**config.mk**
```make
export PLATFORM = sky130hd
export DESIGN_NAME = wrr_burst_scheduler
export DESIGN_NICKNAME = d
export VERILOG_FILES = /design/src/rtl/wrr_sched_pkg.sv /design/src/rtl/wrr_burst_scheduler_pick.sv /design/src/rtl/wrr_burst_scheduler.sv
export SDC_FILE = /design/constraint.sdc
export NUM_CORES = 1
export LEC_CHECK = 0
export CAP_MARGIN = 25
export CORE_UTILIZATION = 50
export DETAILED_ROUTE_END_ITERATION = 10
export PLACE_DENSITY = 0.81
export SLEW_MARGIN = 40
export SYNTH_ARGS = -nofsm -noshare
export SYNTH_HDL_FRONTEND = slang
export SYNTH_SLANG_ARGS = --single-unit
```
**constraint.sdc**
```tcl
create_clock -name i_clk -period 3.3 [get_ports i_clk]
set_input_delay 0.66 -clock i_clk [delete_from_list [all_inputs] [get_ports i_clk]]
set_output_delay 0.66 -clock i_clk [all_outputs]
set_load 0.02 [all_outputs]
```
**src/rtl/wrr_sched_pkg.sv**
```systemverilog
// Shared types and helpers for the weighted round-robin burst scheduler.
// State encoding, default sizes and the one-hot to index encoder.
package wrr_sched_pkg;

  typedef enum logic {
    IDLE = 1'b0,
    OWN  = 1'b1
  } state_t;

  localparam int DEF_NUM_REQ   = 8;
  localparam int DEF_CREDIT_W  = 4;
  localparam int DEF_TIMEOUT_W = 6;

  // OR-reduction encoder; valid for one-hot or all-zero input up to 16 bits.
  function automatic logic [3:0] onehot_to_idx(input logic [15:0] oh);
    logic [3:0] idx;
    idx = '0;
    for (int i = 0; i < 16; i++) begin
      if (oh[i]) idx = idx | 4'(i);
    end
    return idx;
  endfunction

endpackage

```
**src/rtl/wrr_burst_scheduler_pick.sv**
```systemverilog
// Rotating-priority pick as log2(N) circular parallel-prefix layers.
// The prefix chain is cut at the one-hot priority position.
module rr_prefix_pick #(
  parameter int N = 8
) (
  input  logic [N-1:0] i_req,
  input  logic [N-1:0] i_prio,
  output logic [N-1:0] o_gnt,
  output logic         o_any
);

  localparam int L = $clog2(N);

  // w_v[k][i]: any request in the 2^k positions ending at i, stopping at prio.
  logic [N-1:0] w_v [0:L];
  logic [N-1:0] w_s [0:L-1];

  assign w_v[0] = i_req;
  assign w_s[0] = i_prio;

  for (genvar k = 0; k < L; k++) begin : g_layer
    localparam int D = 1 << k;
    for (genvar i = 0; i < N; i++) begin : g_bit
      localparam int J = (i + N - D) % N;
      assign w_v[k+1][i] = w_v[k][i] | (~w_s[k][i] & w_v[k][J]);
      if (k < L - 1) begin : g_stop
        assign w_s[k+1][i] = w_s[k][i] | w_s[k][J];
      end
    end
  end

  for (genvar i = 0; i < N; i++) begin : g_gnt
    localparam int P = (i + N - 1) % N;
    assign o_gnt[i] = i_req[i] & (i_prio[i] | ~w_v[L][P]);
  end

  assign o_any = |i_req;

endmodule

```
**src/rtl/wrr_burst_scheduler.sv**
```systemverilog
// Packet-atomic weighted round-robin scheduler for one shared beat resource.
// Optional idle-owner watchdog enabled by defining WRR_TIMEOUT_EN.
module wrr_burst_scheduler
  import wrr_sched_pkg::*;
#(
  parameter int NUM_REQ   = DEF_NUM_REQ,
  parameter int CREDIT_W  = DEF_CREDIT_W,
  parameter int TIMEOUT_W = DEF_TIMEOUT_W
) (
  input  logic                        i_clk,
  input  logic                        i_rst,
  input  logic [NUM_REQ-1:0]          i_req,
  input  logic [NUM_REQ*CREDIT_W-1:0] i_weight,
  input  logic                        i_beat,
  input  logic                        i_last,
  output logic [NUM_REQ-1:0]          o_grant,
  output logic [$clog2(NUM_REQ)-1:0]  o_grant_id,
  output logic                        o_busy,
  output logic                        o_timeout
);

  localparam int IDW = $clog2(NUM_REQ);

  state_t              r_state;
  state_t              w_state_nxt;
  logic [NUM_REQ-1:0]  r_grant;
  logic [IDW-1:0]      r_grant_id;
  logic [IDW-1:0]      r_ptr;
  logic [CREDIT_W-1:0] r_credit;

  logic [IDW-1:0]      w_pick_ptr;
  logic [IDW-1:0]      w_pick_id;
  logic [NUM_REQ-1:0]  w_prio;
  logic [NUM_REQ-1:0]  w_pick;
  logic                w_any;
  logic [CREDIT_W-1:0] w_weight;
  logic [CREDIT_W-1:0] w_load;
  logic [CREDIT_W-1:0] w_credit_dec;
  logic                w_beat_own;
  logic                w_rel_pkt;
  logic                w_rel_to;
  logic                w_release;
  logic                w_load_en;

  // On release the owner's successor gets top priority in the same cycle.
  assign w_pick_ptr = (r_state == OWN) ? IDW'(r_grant_id + 1'b1) : r_ptr;
  assign w_prio     = NUM_REQ'(1) << w_pick_ptr;

  rr_prefix_pick #(
    .N (NUM_REQ)
  ) u_pick (
    .i_req  (i_req),
    .i_prio (w_prio),
    .o_gnt  (w_pick),
    .o_any  (w_any)
  );

  assign w_pick_id = IDW'(onehot_to_idx(16'(w_pick)));
  assign w_weight  = i_weight[w_pick_id*CREDIT_W +: CREDIT_W];
  assign w_load    = (w_weight == '0) ? CREDIT_W'(1) : w_weight;

  assign w_beat_own   = i_beat & (r_state == OWN);
  assign w_credit_dec = (w_beat_own && r_credit != '0) ?
                        r_credit - 1'b1 : r_credit;
  assign w_rel_pkt    = w_beat_own & i_last &
                        ((w_credit_dec == '0) | ~i_req[r_grant_id]);

`ifdef WRR_TIMEOUT_EN
  logic [TIMEOUT_W-1:0] r_wdog;
  logic                 r_timeout;

  assign w_rel_to = (r_state == OWN) & ~i_beat & (&r_wdog);

  always_ff @(posedge i_clk) begin
    if (i_rst) begin
      r_wdog    <= '0;
      r_timeout <= 1'b0;
    end else begin
      r_timeout <= w_rel_to;
      if (i_beat || w_release || r_state != OWN) r_wdog <= '0;
      else r_wdog <= r_wdog + 1'b1;
    end
  end

  assign o_timeout = r_timeout;
`else
  logic [TIMEOUT_W-1:0] w_unused_wdog;

  assign w_unused_wdog = '0;
  assign w_rel_to      = 1'b0;
  assign o_timeout     = 1'b0;
`endif

  always_ff @(posedge i_clk) begin
    if (i_rst) begin
      r_state    <= IDLE;
      r_grant    <= '0;
      r_grant_id <= '0;
      r_ptr      <= '0;
      r_credit   <= '0;
    end else begin
      r_state <= w_state_nxt;
      if (w_release) r_ptr <= w_pick_ptr;
      if (w_load_en) begin
        r_grant    <= w_pick;
        r_grant_id <= w_pick_id;
        r_credit   <= w_load;
      end else if (w_release) begin
        r_grant    <= '0;
        r_grant_id <= '0;
        r_credit   <= '0;
      end else begin
        r_credit <= w_credit_dec;
      end
    end
  end

  always_comb begin
    w_state_nxt = r_state;
    w_release   = 1'b0;
    w_load_en   = 1'b0;
    unique case (r_state)
      IDLE: begin
        if (w_any) begin
          w_state_nxt = OWN;
          w_load_en   = 1'b1;
        end
      end
      OWN: begin
        w_release = w_rel_pkt | w_rel_to;
        if (w_release) begin
          w_load_en   = w_any;
          w_state_nxt = w_any ? OWN : IDLE;
        end
      end
    endcase
  end

  always_comb begin
    o_busy     = (r_state == OWN);
    o_grant    = r_grant;
    o_grant_id = r_grant_id;
  end

endmodule
```
==> results.py <==
metrics = {
    "global_routing": {
        "antenna_found_initial": 0,
        "grt_pass1_wl_mm": 13.30,
        "grt_start_max_net_pins": 21,
        "grt-ovfl-total": 0,
        "grt_usage": 0.3358,
        "grt_pass1_vias": 2810,
    },
    "drt": {
        "drc": 0,
        "routed_wl_mm": 8.811,
        "drtIter0Drc": 377,
        "wl_per_cell_um": 19.36,
        "firstDrtPassIters": 7,
        "drt-vias-per-instance": 6.523,
        "ant_nets": 0,
        "vias": 2968,
    },
    "timing": {
        "fmax_ghz": 0.3086,
        "period_needed_ns": 3.240,
        "drv_slew": 0,
        "relSlewSlack": 0.5010,
        "setup_ws_ns": 0.06006,
        "skew_ns": 0.002057,
        "hold_violations": 0,
        "final.setup.tns_ns": 0,
        "worst_pin_slew_ns": 0.7462,
        "finalSetupViolCount": 0,
        "period_share": 0.9818,
    },
    "hold_path": {
        "hold_path.class": "reg -> reg",
    },
    "critical_path": {
        "start_kind": "primary input",
        "cp_max_fo": 7,
        "worstPathArrival_ns": 3.45,
        "critical_path_class": "in -> reg",
        "endpoint_kind": "flip-flop",
        "cp_data_required_time_ns": 3.51,
    },
    "clocking": {
        "cts_root_buf": "clkbuf_8",
        "cts_buffer_depth": 2,
        "postCtsHoldBufs": 0,
        "worstSkewPairLatency_ns": 0.26,
        "path_clk_slew_ns": 0.07,
        "cts_buffers": 3,
        "h-tree-depth": 1,
        "cts_tree": "yes",
        "cts.sinks": 19,
    },
    "floorplanning": {
        "die-area_mm2": 0.004941,
        "core_mm2": 0.004414,
        "ios": 57,
        "placementRows": 24,
        "fp.dieH_um": 70.30,
        "die_x_um": 70.30,
        "start_util": 0.5283,
    },
    "layout": {
        "drive_above_1_share": 0.2878,
        "final_common_cell": "buf_4",
        "antenna_cells": 0,
        "fin_cells": 455,
        "syn_to_final_growth_pct": 51.23,
        "fin_area_mm2": 0.003527,
        "nFillCells": 268,
        "layout_common_cells": "59 x buf_4, 50 x clkdlybuf4s50_1, 28 x nor2_1, 23 x a21oi_1, 19 x mux2i_1",
        "nets": 450,
    },
    "yosys": {
        "synth_edf_count": 0,
        "synth_area_mm2": 0.002332,
        "synth_cell_type_count": 73,
        "yosysSeqAreaShare": 0.1631,
        "synth_flop_cell": "dfxtp_1",
        "syn-instance-count": 305,
        "syn_avg_cell_area_um2": 7.647,
        "yosysWarnings": 0,
        "synth-seq-cells": 19,
        "synthArstFlopShare": 0,
        "synth_nets": 351,
    },
    "outcome": {
        "status": "completed",
    },
    "placement": {
        "place_congestion": 1.000,
        "place_area_mm2": 0.003271,
        "hpwl_mm": 6.614,
        "post-place-ws_ns": -0.2584,
        "numPlacedInstances": 445,
        "port_buffers": 55,
    },
    "power": {
        "leakage_nw": 1.455,
        "ir_drop_mv": 0.2248,
        "power_mw": 1.143,
        "p_per_area_mw_per_mm2": 324.1,
    },
    "flow_run": {
        "maxCapViolCount": 0,
    },
}
-- final cells by class --
type / instances / area (um^2) / area share
clock inverter: 1 / 5.005 / 0.001419
clock buffer: 3 / 41.29 / 0.01171
timing repair buffer: 120 / 1105 / 0.3132
sequential: 19 / 391.6 / 0.1110
inverter: 10 / 37.54 / 0.01064
multi-input combinational: 250 / 1882 / 0.5335
tap: 52 / 65.06 / 0.01845
-- logic make-up after synthesis --
family	synth area share
AO/OA/AOI/OAI	0.3723
AND/OR/NAND/NOR	0.2355
multiplexers	0.1121
other	0.001608
adder cells (fa/ha/maj)	0.01073
buffers and inverters	0.07833
XOR/XNOR	0.02629
flip-flops	0.1631
-- per-layer routing --
metal  part of all wire  vias up  global-route usage
li1                   -     1363                   -
met1               0.42     1382              0.4548
met2               0.46      196              0.5439
met3              0.093       27             0.05628
met4              0.025        0             0.09556
met5                  0        -                   0
-- metrics by stage --
step | utilization | hold slack [ns]
after global routing | 0.7990 | 0.4996
after CTS | 0.7528 | 0.4741
after floorplan | - | 0.5251
after global placement | 0.7409 | 0.4566
final | 0.7990 | 0.4779
after detailed placement | 0.7409 | 0.4604
-- worst max-delay path, cell delays in order --
cell and delay (ns):
clkdlybuf4s50_1 0.55, buf_4 0.19, a21oi_1 0.07, a211o_1 0.27, a31o_2 0.25, nor4_4 0.37, buf_4 0.18, clkbuf_16 0.14
mux2i_1 0.18, a22oi_1 0.12, a221oi_1 0.31, a21o_1 0.16
-- repair_timing --
| action | CTS | global route |
|---|---|---|
| hold endpoints to repair | 0 | 0 |
| setup buffers | 0 | 4 |
| gates resized for setup | 2 | 37 |
| pin swaps | 0 | 8 |
| setup endpoints to repair | 1 | 4 |
| gates cloned | 0 | 2 |
-- path summary, 6_finish.rpt --
kind | startpoint | endpoint | slack (ns) | cells past startpoint
setup / recovery | i_req[2] | r_credit[0]$_SDFF_PP0_ | 0.06 | 12
hold / removal | o_grant[1]$_SDFFE_PP0P_ | o_grant[1]$_SDFFE_PP0P_ | 0.48 | 2
setup reg to reg | o_grant_id[0]$_SDFFE_PP0P_ | r_credit[0]$_SDFF_PP0_ | 0.07 | 13
hold reg to reg | o_grant[1]$_SDFFE_PP0P_ | o_grant[1]$_SDFFE_PP0P_ | 0.48 | 2
-- synthesized netlist by cell type, types with 5 or more instances --
library cell / n / area share
nor2_1: 29 / 0.047
a21oi_1: 23 / 0.049
dfxtp_1: 19 / 0.16
mux2i_1: 19 / 0.082
nand2_1: 16 / 0.026
nand3_1: 13 / 0.028
o21ai_0: 12 / 0.026
a31oi_1: 10 / 0.027
clkbuf_1: 10 / 0.016
inv_1: 10 / 0.016
nor3_1: 10 / 0.021
buf_2: 8 / 0.017
a21o_1: 6 / 0.019
a32oi_1: 5 / 0.019
nand2b_1: 5 / 0.013
nor2b_1: 5 / 0.013
xnor2_1: 5 / 0.019
-- sequential cells by signal, indices dropped and copies added (netlist names) --
signal      cells
o_grant         8
r_credit        4
o_grant_id      3
r_ptr           3
o_busy          1
-- report_power, final --
part           internal, mW  switching [mW]
Clock                0.0841          0.0817
Combinational         0.352           0.348
Sequential            0.249          0.0279
(Power assumes the default switching activity.)
